$ cat config.mk
export PLATFORM = sky130hd
export DESIGN_NAME = fetch_pair
export DESIGN_NICKNAME = d
export VERILOG_FILES = /design/src/rtl/fetch_pair.sv
export SDC_FILE = /design/constraint.sdc
export NUM_CORES = 1
export LEC_CHECK = 0
export ABC_AREA = 1
export CORE_ASPECT_RATIO = 0.7
export CORE_MARGIN = 5
export CORE_UTILIZATION = 53
export DETAILED_ROUTE_END_ITERATION = 8
export PLACE_DENSITY = 0.83
export RECOVER_POWER = 50
export SYNTH_ARGS = -nofsm -noshare
export SYNTH_HDL_FRONTEND = slang
export SYNTH_SLANG_ARGS = --single-unit
$ cat constraint.sdc
create_clock -name clk -period 7.3 [get_ports clk]
set_clock_uncertainty 0.2 [all_clocks]
set_input_delay 0.73 -clock clk [delete_from_list [all_inputs] [get_ports clk]]
set_output_delay 0.73 -clock clk [all_outputs]
set_load 0.1 [all_outputs]
$ cat src/rtl/fetch_pair.sv
// -----------------------------------------------------------------------------
// fetch_pair: dual-width instruction fetch stage feeding the instruction queue.
//
// Generates the fetch PC and issues one 64-bit (two-instruction) request to
// instruction memory at a time. The branch predictor is consulted at request
// time to decide whether the fetched block yields one or two instructions and
// where fetch continues. The response is delivered to the queue as 0, 1 or 2
// instructions, with prediction info attached to a lone inst1. Handles queue
// back-pressure (a response is parked in a hold buffer) and backend redirects
// (any in-flight response becomes stale and is dropped on arrival).
//
// Ports:
//   clk, rst                 rising-edge clock, synchronous active-high reset
//   imem_req/imem_addr       fetch request, 8-byte aligned address
//   imem_ready               memory accepts the request (req && ready)
//   imem_resp_valid/_data    in-order response, [31:0] @addr, [63:32] @addr+4
//   bp_hit0/bp_hit1          predictor entry present for fetch_pc / fetch_pc+4
//   bp_taken/bp_target       direction/target for the fetch_pc entry
//   iq_full                  queue cannot accept two instructions
//   mispredict/redirect_pc   backend redirect and corrected PC
//   inst{1,2}_in_valid       enqueue valids (one-cycle pulses)
//   inst{1,2}_in, _in_pc4    instruction words and their PC + 4
//   in_branch_valid          inst1 carries prediction info
//   in_btb_pc_predict        predicted target
//   in_direct_predict        predicted taken
// -----------------------------------------------------------------------------
module fetch_pair #(
    parameter logic [31:0] RESET_PC = 32'h0000_0000
) (
    input  logic        clk,
    input  logic        rst,
    output logic        imem_req,
    output logic [31:0] imem_addr,
    input  logic        imem_ready,
    input  logic        imem_resp_valid,
    input  logic [63:0] imem_resp_data,
    input  logic        bp_hit0,
    input  logic        bp_hit1,
    input  logic        bp_taken,
    input  logic [31:0] bp_target,
    input  logic        iq_full,
    input  logic        mispredict,
    input  logic [31:0] redirect_pc,
    output logic        inst1_in_valid,
    output logic        inst2_in_valid,
    output logic [31:0] inst1_in,
    output logic [31:0] inst2_in,
    output logic [31:0] inst1_in_pc4,
    output logic [31:0] inst2_in_pc4,
    output logic        in_branch_valid,
    output logic [31:0] in_btb_pc_predict,
    output logic        in_direct_predict
);

    typedef enum logic [1:0] {
        S_REQ,   // ready to issue a request
        S_WAIT,  // request outstanding
        S_HOLD   // response parked, waiting for queue space
    } state_t;

    // Per-request metadata captured at handshake, used when the data returns.
    typedef struct packed {
        logic        single;     // deliver inst1 only
        logic [31:0] pc;         // PC of the first delivered instruction
        logic        br_valid;
        logic [31:0] br_target;
        logic        br_taken;
    } slot_t;

    state_t      state;
    logic [31:0] fetch_pc;
    logic        discard;      // next response belongs to a squashed request
    logic        outstanding;  // a request has been accepted and not answered
    slot_t       slot;
    logic [63:0] hold_data;

    logic        handshake;
    logic        resp_accept;
    logic        deliver;
    slot_t       new_slot;
    logic [31:0] next_pc;
    logic [63:0] src_data;

    assign imem_addr   = {fetch_pc[31:3], 3'b000};
    assign imem_req    = !rst && (state == S_REQ) && !discard && !iq_full;
    assign handshake   = imem_req && imem_ready;
    // Responses with no request outstanding (e.g. after a reset) are ignored.
    assign resp_accept = imem_resp_valid && outstanding;

    // Enqueue happens straight from the memory response, or from the hold
    // buffer once the queue drains; a redirect squashes either.
    assign deliver  = !mispredict && !iq_full &&
                      (((state == S_WAIT) && resp_accept) || (state == S_HOLD));
    assign src_data = (state == S_HOLD) ? hold_data : imem_resp_data;

    // Slot decode and next fetch PC from the predictor lookup on fetch_pc.
    // A hit on the second word of an aligned block cuts the block short so
    // that the branch is refetched on its own and gets its own prediction.
    always_comb begin
        // NOTE: every always_comb output gets a default first so no path can infer a latch.
        new_slot           = '0;
        new_slot.pc        = fetch_pc;
        new_slot.single    = fetch_pc[2] || bp_hit0 || bp_hit1;
        new_slot.br_valid  = bp_hit0;
        new_slot.br_target = bp_hit0 ? bp_target : 32'h0;
        new_slot.br_taken  = bp_hit0 && bp_taken;
        next_pc            = fetch_pc + 32'd8;
        if (bp_hit0 && bp_taken) begin
            next_pc = bp_target;
        end else if (new_slot.single) begin
            next_pc = fetch_pc + 32'd4;
        end
    end

    // NOTE: slot and hold_data are payload only, always qualified by state, so they carry no reset.
    always_ff @(posedge clk) begin
        if (handshake) begin
            slot <= new_slot;
        end
        if ((state == S_WAIT) && resp_accept) begin
            hold_data <= imem_resp_data;
        end
    end

    always_ff @(posedge clk) begin
        // NOTE: sequential state uses non-blocking assignments so all registers update together.
        if (rst) begin
            state             <= S_REQ;
            fetch_pc          <= RESET_PC;
            discard           <= 1'b0;
            outstanding       <= 1'b0;
            inst1_in_valid    <= 1'b0;
            inst2_in_valid    <= 1'b0;
            inst1_in          <= 32'h0;
            inst2_in          <= 32'h0;
            inst1_in_pc4      <= 32'h0;
            inst2_in_pc4      <= 32'h0;
            in_branch_valid   <= 1'b0;
            in_btb_pc_predict <= 32'h0;
            in_direct_predict <= 1'b0;
        end else begin
            if (handshake) begin
                outstanding <= 1'b1;
            end else if (resp_accept) begin
                outstanding <= 1'b0;
            end

            // Enqueue outputs are one-cycle pulses; fields are zero when idle.
            inst1_in_valid    <= deliver;
            inst2_in_valid    <= deliver && !slot.single;
            inst1_in          <= deliver ? (slot.pc[2] ? src_data[63:32] : src_data[31:0]) : 32'h0;
            inst2_in          <= (deliver && !slot.single) ? src_data[63:32] : 32'h0;
            inst1_in_pc4      <= deliver ? slot.pc + 32'd4 : 32'h0;
            inst2_in_pc4      <= (deliver && !slot.single) ? slot.pc + 32'd8 : 32'h0;
            in_branch_valid   <= deliver && slot.br_valid;
            in_btb_pc_predict <= (deliver && slot.br_valid) ? slot.br_target : 32'h0;
            in_direct_predict <= deliver && slot.br_taken;

            if (mispredict) begin
                fetch_pc <= redirect_pc;
                state    <= S_REQ;
                // A request still in flight after this edge must be dropped;
                // a response arriving right now is dropped here and needs no flag.
                discard  <= handshake || (outstanding && !imem_resp_valid);
            end else begin
                case (state)
                    S_REQ: begin
                        if (handshake) begin
                            fetch_pc <= next_pc;
                            state    <= S_WAIT;
                        end else if (resp_accept && discard) begin
                            discard <= 1'b0;
                        end
                    end
                    S_WAIT: begin
                        if (resp_accept) begin
                            state <= iq_full ? S_HOLD : S_REQ;
                        end
                    end
                    S_HOLD: begin
                        if (!iq_full) begin
                            state <= S_REQ;
                        end
                    end
                    default: state <= S_REQ;
                endcase
            end
        end
    end

endmodule

# Word-level counts from Yosys, hierarchy flattened
# Cells that the tools add are included.
word_totals:
  register_bits: 331
  latchBits: 0
  mem_bits_rw: 0
  rom_bits: 0
  inputBits: 137
  wordCells: 86
  n_memories: 0
op_classes:
  add_sub_neg: 4
  mul: 0
  n_div: 0
  order_cmp: 0
  n_eq_ne: 6
  shift: 0
  mux: 18
  n_bitwise: 3
  reduce_logical: 36
ops:
  columns: ["op", "n"]
  rows:
  - ["$mux 32", 6]
  - ["$add 32x3->32 const B", 2]
  - ["$add 32x4->32 const B", 2]
  - ["$mux 64", 1]
  - ["$logic_and 1x1->1", 14]
  - ["$mux 2", 4]
  - ["$ne 2x2->1 const B", 4]
  - ["$reduce_bool 2->1", 4]
  - ["$reduce_or 2->1", 4]
  - ["$logic_not 1->1", 6]
  - ["$mux 1", 6]
  - ["$pmux 2 s3", 1]
  - ["$reduce_and 3->1", 2]
  - ["$logic_or 1x1->1", 4]
  - ["$not 1->1", 3]
  - ["$eq 2x1->1 const B", 1]
  - ["$eq 2x2->1 const B", 1]
  - ["$logic_not 2->1", 1]
  - ["$reduce_and 2->1", 1]

# Depth between registers and ports, before layout
# Gate-level depths: netlist (run 1).
logic_depth:
  ltp_word: 8
  ltp_mapped: 12
  depth_no_buf: 11

# Least setup slack after synthesis (run 1)
# No wires, ideal clock.
synth_timing:
  kind: "input -> register"
  startpoint: "in rst"
  endpoint: "reg fetch_pc[2]"
  setup_time_ns: 0.070
  arrival_time_ns: 3.977
  required_ns: 7.030
  slack_ns: 3.054
  cell_stages: 8
  n_path_buf: 1
  cell_sequence: "clkbuf_8 -> nor4_4 -> nand2_2 -> inv_1 -> nand2_1 -> nand2_1 -> o21ai_0 -> a21oi_1"
synth_via:
  elab_chain_len: 7
synth_rtl:
  columns: ["element", "line_no", "source"]
  rows:
  - ["start: declaration", "31", "input logic rst,"]
  - ["$logic_not 1->1", "85", "assign imem_req = !rst && (state == S_REQ) && !discard && !iq_full;"]
  - ["$logic_and 1x1->1 (3 in series)", "85", null]
  - ["via imem_req", "32", "output logic imem_req,"]
  - ["$logic_and 1x1->1", "86", "assign handshake = imem_req && imem_ready;"]
  - ["via handshake", "77", "logic handshake;"]
  - ["$reduce_bool 2->1 (no line)", null, null]
  - ["$reduce_and 2->1 (no line)", null, null]
  - ["end signal: assignment", "160", "fetch_pc <= redirect_pc;"]
  - ["end signal: assignment", "169", "fetch_pc <= next_pc;"]
  - ["end: declaration", "71", "logic [31:0] fetch_pc;"]
# The timed path passes the listed nets, and every way through them passes these cells.
# A chain may end at the register's enable or synchronous reset.

# Worst setup path in the final report (run 1)
layout_timing:
  startpoint: "in bp_hit0"
  endpoint: "reg fetch_pc[9]"
layout_via:
  elab_chain_len: 7
layout_rtl:
  columns: ["element", "line_no", "source"]
  rows:
  - ["start: declaration", "37", "input logic bp_hit0,"]
  - ["$logic_or 1x1->1 (2 in series)", "103", "new_slot.single = fetch_pc[2] || bp_hit0 || bp_hit1;"]
  - ["$mux 32", "110", "end else if (new_slot.single) begin"]
  - ["$mux 32 *", "108", "if (bp_hit0 && bp_taken) begin"]
  - ["$mux 32 *", "168", "if (handshake) begin"]
  - ["$mux 32 *", "166", "case (state)"]
  - ["$mux 32 *", "159", "if (mispredict) begin"]
# Mark *: on every way between the ends. The rest lies on a longest branch, timed or not. The select of a mux whose other input is x is not followed.

==> flow_metrics.env, run 1 <==
export IMPL_yosysSeqAreaShare=0.595
export IMPL_leakage_nw=7.10
export IMPL_synth_area_mm2=0.0133
export IMPL_vias_per_cell=5.44
export IMPL_slowest_delay_ns=1.30
export IMPL_ir_drop_uv=257
export IMPL_cts_buffer_depth=3
export IMPL_worst_ep_required_time_ns=7.57
export IMPL_dp_hpwl_um=29300
export IMPL_synthArstFlopShare=0
export IMPL_rows=48
export IMPL_violations="max-capacitance violations, max-slew violations"
export IMPL_drtIter0Drc=860
export IMPL_synthFlopType="dfxtp_1"
export IMPL_nFillCells=1876
export IMPL_final_layout_size_suffix_gt1_frac=0.0522
export IMPL_worstPathCellList="dlygate4sd3_1 -> clkbuf_1 -> nand2_1 -> nand2_1 -> o21ai_0 -> o21ai_0 -> o211ai_1 -> a21oi_1"
export IMPL_syn_to_final_growth_pct=31.9
export IMPL_switchingPower_uw=952
export IMPL_switching_share=0.242
export IMPL_wl_per_cell_um=19.8
export IMPL_hold_class="reg2reg"
export IMPL_cp_slowest_cell="clkbuf_1"
export IMPL_cp_end_kind="flop"
export IMPL_cts_tree="done"
export IMPL_rsz0062_at_grt="no"
export IMPL_post_cts_buffers=0
export IMPL_cts_clk_slew_worst_paths_ns=0.07
export IMPL_ant_nets=0
export IMPL_synth_top_cell_area_share=0.300
export IMPL_crit_fanout=36
export IMPL_slew_headroom=-0.208
export IMPL_cp_start_kind="input port"
export IMPL_core_mm2=0.0247
export IMPL_portBuffers=330
export IMPL_drtPass1Iterations=6
export IMPL_cts_made_buffers=30
export IMPL_dieWidth_um=200
export IMPL_worstPathArrival_ns=5.38
export IMPL_power_frac_clock=0.407
export IMPL_yosysUniqueCellTypes=46
export IMPL_grt_use_total=0.274
export IMPL_fin_crit_ns=5.11
export IMPL_layout_cells_non_filler=2052
export IMPL_gp_congestion=0.980
export IMPL_synth_area_top_cells="dfxtp_1 (30%), edfxtp_1 (29%), nand2_1 (6.6%)"
export IMPL_cts_root_buf="clkbuf_16"
export IMPL_pin_count=334
export IMPL_setup_tns_ns=0
export IMPL_max_freq_mhz=196
export IMPL_slew_viol_final=37
export IMPL_synth_most_common_cell="nand2_1"
export IMPL_clock_latency_ns=0.57
export IMPL_initial_core_util=0.539
export IMPL_synthTopCellsByCount="nand2_1 (233), dfxtp_1 (200), nor2_1 (200)"
export IMPL_holdBufCountCts=0
export IMPL_drv_cap=1
export IMPL_cts_repair_resized=0
export IMPL_worst_pin_slew_ns=1.81
export IMPL_synth_seq_cells=331
export IMPL_avgSynthCellArea_um2=9.47
export IMPL_outcome="finished, violations left"
export IMPL_critPathTopFamily="simple AND/OR/NAND/NOR gates"
export IMPL_yosysTopAreaCell="dfxtp_1"
export IMPL_synth_edf_count=131
export IMPL_num_vias=11200
export IMPL_ys_warn_count=0
export IMPL_cts_htree_levels=1
export IMPL_drc=0
export IMPL_dpl_cell_count=1994
export IMPL_die_y_um=143
export IMPL_crit_type="in2reg"
export IMPL_antenna_found_initial=4
export IMPL_setup_violations_final=0
export IMPL_pwr_share_comb=0.088
export IMPL_critPathBufInv=2
export IMPL_die_area_mm2=0.0285
export IMPL_grt_pass1_vias=10800
export IMPL_final_core_utilization=0.711
export IMPL_overflow=0
export IMPL_final_nets=1842
export IMPL_power_density_mw_per_mm2=223
export IMPL_internal_power_mw=2.98
export IMPL_hold_violations=0
export IMPL_wirelength_um=40700
export IMPL_fin_crit_sh=0.700
export IMPL_synth_cells=1409
export IMPL_seq_power_share=0.505
export IMPL_grt_pass1_wl_um=61500
export IMPL_grt_max_degree=67
export IMPL_clock_sinks=331
[sequential cells by signal, indices dropped and copies added, names as in the netlist]
signal,cells
slot,67
hold_data,64
fetch_pc,32
in_btb_pc_predict,32
inst1_in,32
inst1_in_pc4,32
inst2_in,32
inst2_in_pc4,32
state,2
discard,1
in_branch_valid,1
in_direct_predict,1
inst1_in_valid,1
inst2_in_valid,1
outstanding,1
[layout make-up]
cell class                 count  area, µm²  share of cell area
sequential                   331       7940               0.451
tap                          325        407              0.0231
inverter                     161        604              0.0343
clock inverter                12        100             0.00569
multi-input combinational    837       4260               0.242
timing repair buffer         340       3370               0.192
clock buffer                  44        917              0.0521
antenna                        2       5.00            0.000284
[metrics by stage]
step | hold slack, ns | worst slack [ns] | power (mW) | area [µm²]
after floorplan | 0.209 | 3.05 | 2.24 | 13300
after global placement | 0.234 | 2.87 | 2.37 | 16600
after detailed placement | 0.239 | 2.76 | 2.37 | 16600
after CTS | 0.256 | 3.32 | 3.96 | 17600
after global routing | 0.267 | 1.96 | 4.05 | 17600
final | 0.261 | 2.19 | 3.93 | 17600
[placed cells by master (no fill, tap or decap), types with 6 or more instances in the layout]
cell type,n
a21oi_1,72
buf_4,8
clkbuf_1,8
clkbuf_16,33
clkdlybuf4s50_1,180
clkinv_2,6
dfxtp_1,200
dlygate4sd3_1,150
edfxtp_1,131
inv_1,155
mux2i_1,64
nand2_1,236
nand3_1,52
nand4_1,6
nor2_1,200
nor2_2,7
nor3_1,21
o211ai_1,8
o21ai_0,73
o22ai_1,36
xor2_1,10
[logic make-up (layout without fill, tap and decap cells)]
logic type                 Yosys count  after routing  synth area share
muxes                               64             64            0.0480
and+or+nand+nor                    547            547             0.174
adders and majority gates            4              4           0.00375
other                                1              5          0.000281
xor gates and xnor gates            14             14           0.00919
buffers and inverters              243            557            0.0850
DFF                                331            331             0.595
AOI/OAI and AO/OA                  205            205            0.0845
[metal layers]
| layer | GRT usage | vias to the layer above | routed length [µm] |
|---|---|---|---|
| li1 | - | 5204 | - |
| met1 | 0.379 | 5252 | 16500 |
| met2 | 0.432 | 603 | 18400 |
| met3 | 0.0606 | 94 | 4270 |
| met4 | 0.0904 | 4 | 1530 |
| met5 | 0 | - | 23 |
[worst paths after layout]
path,from,end,slack [ns],depth (start not counted)
max,bp_hit0,fetch_pc[9],2.19,8
min,fetch_pc[1],slot[35],0.26,0
max reg2reg,state[1],inst2_in_pc4[24],2.67,11
min reg2reg,fetch_pc[1],slot[35],0.26,0
[power groups by stage]
stage | clock network (mW) | registers [mW] | logic (mW)
4_1_cts | 1.62 | 1.98 | 0.352
6_report | 1.60 | 1.99 | 0.345
2_1_floorplan | 0 | 2.01 | 0.229
3_5_place_dp | 0 | 2.03 | 0.349
5_1_grt | 1.70 | 1.99 | 0.368
3_3_place_gp | 0 | 2.02 | 0.342
Note: power is estimated with default switching activity, not from simulation.
==> run 2: changes to the inputs <==
CORE_UTILIZATION = 49   (was 53)
PLACE_DENSITY = 0.78   (was 0.83)
clock period = 5.3 ns   (was 7.3 ns; I/O delays follow)
==> flow_metrics.env, run 2 (synthesized netlist as in run 1, its figures left out) <==
export IMPL_core_mm2=0.0268
export IMPL_die_y_um=148
export IMPL_overflow=0
export IMPL_layout_cells_non_filler=2094
export IMPL_crit_fanout=41
export IMPL_cts_clk_slew_worst_paths_ns=0.06
export IMPL_crit_type="in2reg"
export IMPL_holdBufCountCts=0
export IMPL_clock_latency_ns=0.57
export IMPL_cts_tree="done"
export IMPL_reg2regPathDepth=9
export IMPL_grt_pass1_vias=10800
export IMPL_r2r_slack_ns=1.69
export IMPL_setup_tns_ns=0
export IMPL_fin_crit_ns=4.08
export IMPL_place_ws_ns=1.77
export IMPL_r2r_end="inst2_in_pc4[24]"
export IMPL_dpl_cell_count=2033
export IMPL_outcome="finished, violations left"
export IMPL_power_density_mw_per_mm2=314
export IMPL_die_area_mm2=0.0307
export IMPL_ant_nets=0
export IMPL_dieWidth_um=207
export IMPL_grt_use_total=0.259
export IMPL_cts_repair_resized=0
export IMPL_drtPass1Iterations=5
export IMPL_num_vias=10800
export IMPL_portBuffers=330
export IMPL_total_power_mw=5.57
export IMPL_cts_buffer_depth=3
export IMPL_clock_sinks=331
export IMPL_vias_per_cell=5.14
export IMPL_final_core_utilization=0.663
export IMPL_rows=50
export IMPL_worstPathArrival_ns=4.10
export IMPL_violations="max-capacitance violations, max-slew violations"
export IMPL_fin_area_mm2=0.0178
export IMPL_worst_ep_required_time_ns=5.33
export IMPL_slew_headroom=-0.115
export IMPL_wirelength_um=41000
export IMPL_syn_to_final_growth_pct=33.1
export IMPL_dp_hpwl_um=30100
export IMPL_top_regs="slot (67), hold_data (64)"
export IMPL_gp_congestion=0.949
export IMPL_final_nets=1843
export IMPL_timing_rr_start="state[1]"
export IMPL_antenna_found_initial=5
export IMPL_whs_ns=0.262
export IMPL_min_from="slot[1]"
export IMPL_leakage_nw=6.86
export IMPL_grt_max_degree=66
export IMPL_min_to="in_btb_pc_predict[0]"
export IMPL_setup_violations_final=0
export IMPL_wl_per_cell_um=19.6
export IMPL_min_path_cells=2
export IMPL_drc=0
export IMPL_final_cell_mix="clkdlybuf4s50_1 (263), nand2_1 (236), nor2_1 (201)"
export IMPL_pin_count=334
export IMPL_top_register="slot"
export IMPL_hold_class="reg2reg"
export IMPL_drv_cap=3
export IMPL_rsz0062_at_grt="no"
export IMPL_cp_end_kind="flop"
export IMPL_cp_start_kind="input port"
export IMPL_ir_drop_uv=310
export IMPL_drtIter0Drc=945
export IMPL_largest_reg_flops=67
export IMPL_worst_pin_slew_ns=1.67
export IMPL_placed_area_mm2=0.0167
export IMPL_initial_core_util=0.498
export IMPL_cts_htree_levels=1
export IMPL_cts_made_buffers=31
export IMPL_slew_viol_final=105
export IMPL_worst_slack_ns=1.22
export IMPL_post_cts_buffers=0
export IMPL_cts_root_buf="clkbuf_16"
export IMPL_grt_pass1_wl_um=63400
export IMPL_fin_crit_sh=0.769
export IMPL_hold_violations=0
export IMPL_final_layout_size_suffix_gt1_frac=0.0550
export IMPL_layout_commonest_cell="clkdlybuf4s50_1"
export IMPL_max_freq_mhz=245
==> run 2: cell count changes in the layout (fill, tap and decap cells not counted), sizes merged <==
cell,change
clkinvlp,-1
clkdlybuf4s50,+83
diode,+1
clkbuf,+8
dlygate4sd3,-83
inv,+1
clkinv,-6
==> run 2: where the power goes <==
part / switching [mW] / total, mW / internal (mW)
clock: 0.949 / 2.36 / 1.41
sequential: 0.0559 / 2.74 / 2.68
combinational: 0.304 / 0.471 / 0.167
==> run 2: final cells by class <==
class	count	area, µm²
clock buffer	52	1060
tap	364	455
sequential	331	7940
timing repair buffer	340	3370
inverter	161	604
fill	2183	9010
clock inverter	6	58.8
multi-input combinational	837	4270
antenna	3	7.51
==> run 2: metal layers <==
metal  GRT usage  routed length, µm
met5           0                 40
met4      0.0585                899
met3      0.0719               3600
met2       0.413              18500
met1       0.357              18000
==> run 2: worst max path at each step <==
stage,start,end
floorplan,rst,fetch_pc[2]
global placement,mispredict,inst2_in_pc4[24]
detailed placement,imem_resp_valid,inst2_in_pc4[24]
CTS,rst,imem_req
global route,rst,inst2_in_pc4[24]
finish,rst,slot[56]
==> run 2: critical path, cell delays in order <==
cell	delay, ns
dlygate4sd3_1	0.54
clkbuf_1	0.60
nor4_4	0.43
nand2_1	0.19
inv_1	1.22
buf_4	0.54
==> run 3: changes to the inputs <==
clock period = 4.05 ns   (was 5.3 ns; I/O delays follow)
==> flow_metrics.env, run 3 (synthesized netlist as in run 1, its figures left out) <==
export IMPL_setup_violations_final=0
export IMPL_wl_per_cell_um=19.6
export IMPL_syn_to_final_growth_pct=33.1
export IMPL_ant_nets=0
export IMPL_slowest_delay_ns=1.07
export IMPL_rows=50
export IMPL_power_density_mw_per_mm2=411
export IMPL_clock_sinks=331
export IMPL_final_nets=1845
export IMPL_antenna_found_initial=3
export IMPL_slew_viol_final=136
export IMPL_fin_area_mm2=0.0178
export IMPL_post_cts_buffers=0
export IMPL_vias_per_cell=5.19
export IMPL_portBuffers=330
export IMPL_final_layout_size_suffix_gt1_frac=0.0573
export IMPL_grt_pass1_wl_um=62600
export IMPL_largest_reg_flops=67
export IMPL_critPathTopFamily="buffers and inverters"
export IMPL_worst_ep_required_time_ns=4.22
export IMPL_drv_cap=3
export IMPL_cp_start_kind="input port"
export IMPL_worst_pin_slew_ns=1.69
export IMPL_setup_tns_ns=0
export IMPL_fin_crit_sh=0.812
export IMPL_cp_slowest_cell="clkbuf_1"
export IMPL_cts_root_buf="clkbuf_16"
export IMPL_crit_fanout=38
export IMPL_dieWidth_um=207
export IMPL_hold_violations=0
export IMPL_worstPathArrival_ns=3.46
export IMPL_layout_commonest_cell="clkdlybuf4s50_1"
export IMPL_hold_class="reg2reg"
export IMPL_dp_hpwl_um=30100
export IMPL_pin_count=334
export IMPL_worst_slack_ns=0.760
export IMPL_die_y_um=148
export IMPL_drtPass1Iterations=5
export IMPL_ir_drop_uv=327
export IMPL_wirelength_um=41000
export IMPL_layout_cells_non_filler=2095
export IMPL_grt_max_degree=66
export IMPL_top_register="slot"
export IMPL_worstPathCellList="dlygate4sd3_1 -> clkbuf_1 -> nor4_4 -> nand2_2 -> nand2_4 -> inv_2 -> nor2_1 -> nand2_1 -> a21oi_1"
export IMPL_cts_repair_resized=0
export IMPL_place_ws_ns=0.894
export IMPL_total_power_mw=7.30
export IMPL_grt_pass1_vias=10400
export IMPL_critPathBufInv=3
export IMPL_cts_made_buffers=31
export IMPL_overflow=0
export IMPL_clock_latency_ns=0.56
export IMPL_slew_headroom=-0.124
export IMPL_drtIter0Drc=770
export IMPL_outcome="finished, violations left"
export IMPL_core_mm2=0.0268
export IMPL_max_freq_mhz=304
export IMPL_violations="max-capacitance violations, max-slew violations"
export IMPL_cp_end_kind="flop"
export IMPL_fin_crit_ns=3.29
export IMPL_final_cell_mix="clkdlybuf4s50_1 (263), nand2_1 (235), nor2_1 (200), dfxtp_1 (200), inv_1 (154)"
export IMPL_rsz0062_at_grt="no"
export IMPL_die_area_mm2=0.0307
export IMPL_cts_tree="done"
export IMPL_whs_ns=0.242
export IMPL_crit_type="in2reg"
export IMPL_grt_use_total=0.257
export IMPL_cts_htree_levels=1
export IMPL_leakage_nw=6.85
export IMPL_num_vias=10900
export IMPL_cts_clk_slew_worst_paths_ns=0.07
export IMPL_top_regs="slot (67), hold_data (64)"
export IMPL_gp_congestion=0.932
export IMPL_placed_area_mm2=0.0167
export IMPL_holdBufCountCts=0
export IMPL_dpl_cell_count=2035
export IMPL_cts_buffer_depth=3
export IMPL_drc=0
export IMPL_initial_core_util=0.498
export IMPL_final_core_utilization=0.663
## run 3: cell types whose count changed in the layout (fill, tap and decap cells not counted), sizes merged
cell,change
bufinv,+3
dlygate4sd3,-1
clkbuf,-5
diode,-1
inv,+1
clkinv,+3
buf,-1
clkinvlp,+2
## run 3: path summary, 6_finish.rpt
| check | from | endpoint | slack, ns | depth (start not counted) |
|---|---|---|---|---|
| max | rst | fetch_pc[25] | 0.76 | 9 |
| min | fetch_pc[0] | slot[34] | 0.24 | 0 |
| max reg2reg | state[1] | inst2_in_pc4[24] | 0.90 | 9 |
| min reg2reg | fetch_pc[0] | slot[34] | 0.24 | 0 |
## run 3: power breakdown
| group | internal, mW | total, mW | switching, mW |
|---|---|---|---|
| logic | 0.219 | 0.620 | 0.401 |
| registers | 3.51 | 3.58 | 0.0729 |
| clock network | 1.83 | 3.09 | 1.26 |
## run 3: layout make-up
cell class	count	area (µm²)
fill	2197	9020
sequential	331	7940
multi-input combinational	837	4270
timing repair buffer	342	3380
clock buffer	43	913
inverter	161	604
tap	364	455
clock inverter	15	188
antenna	2	5.00
## run 3: metal layers
metal	part of all wire	track usage
met1	0.44	0.359
met2	0.45	0.406
met3	0.082	0.0702
met4	0.019	0.0522
met5	0.00029	0
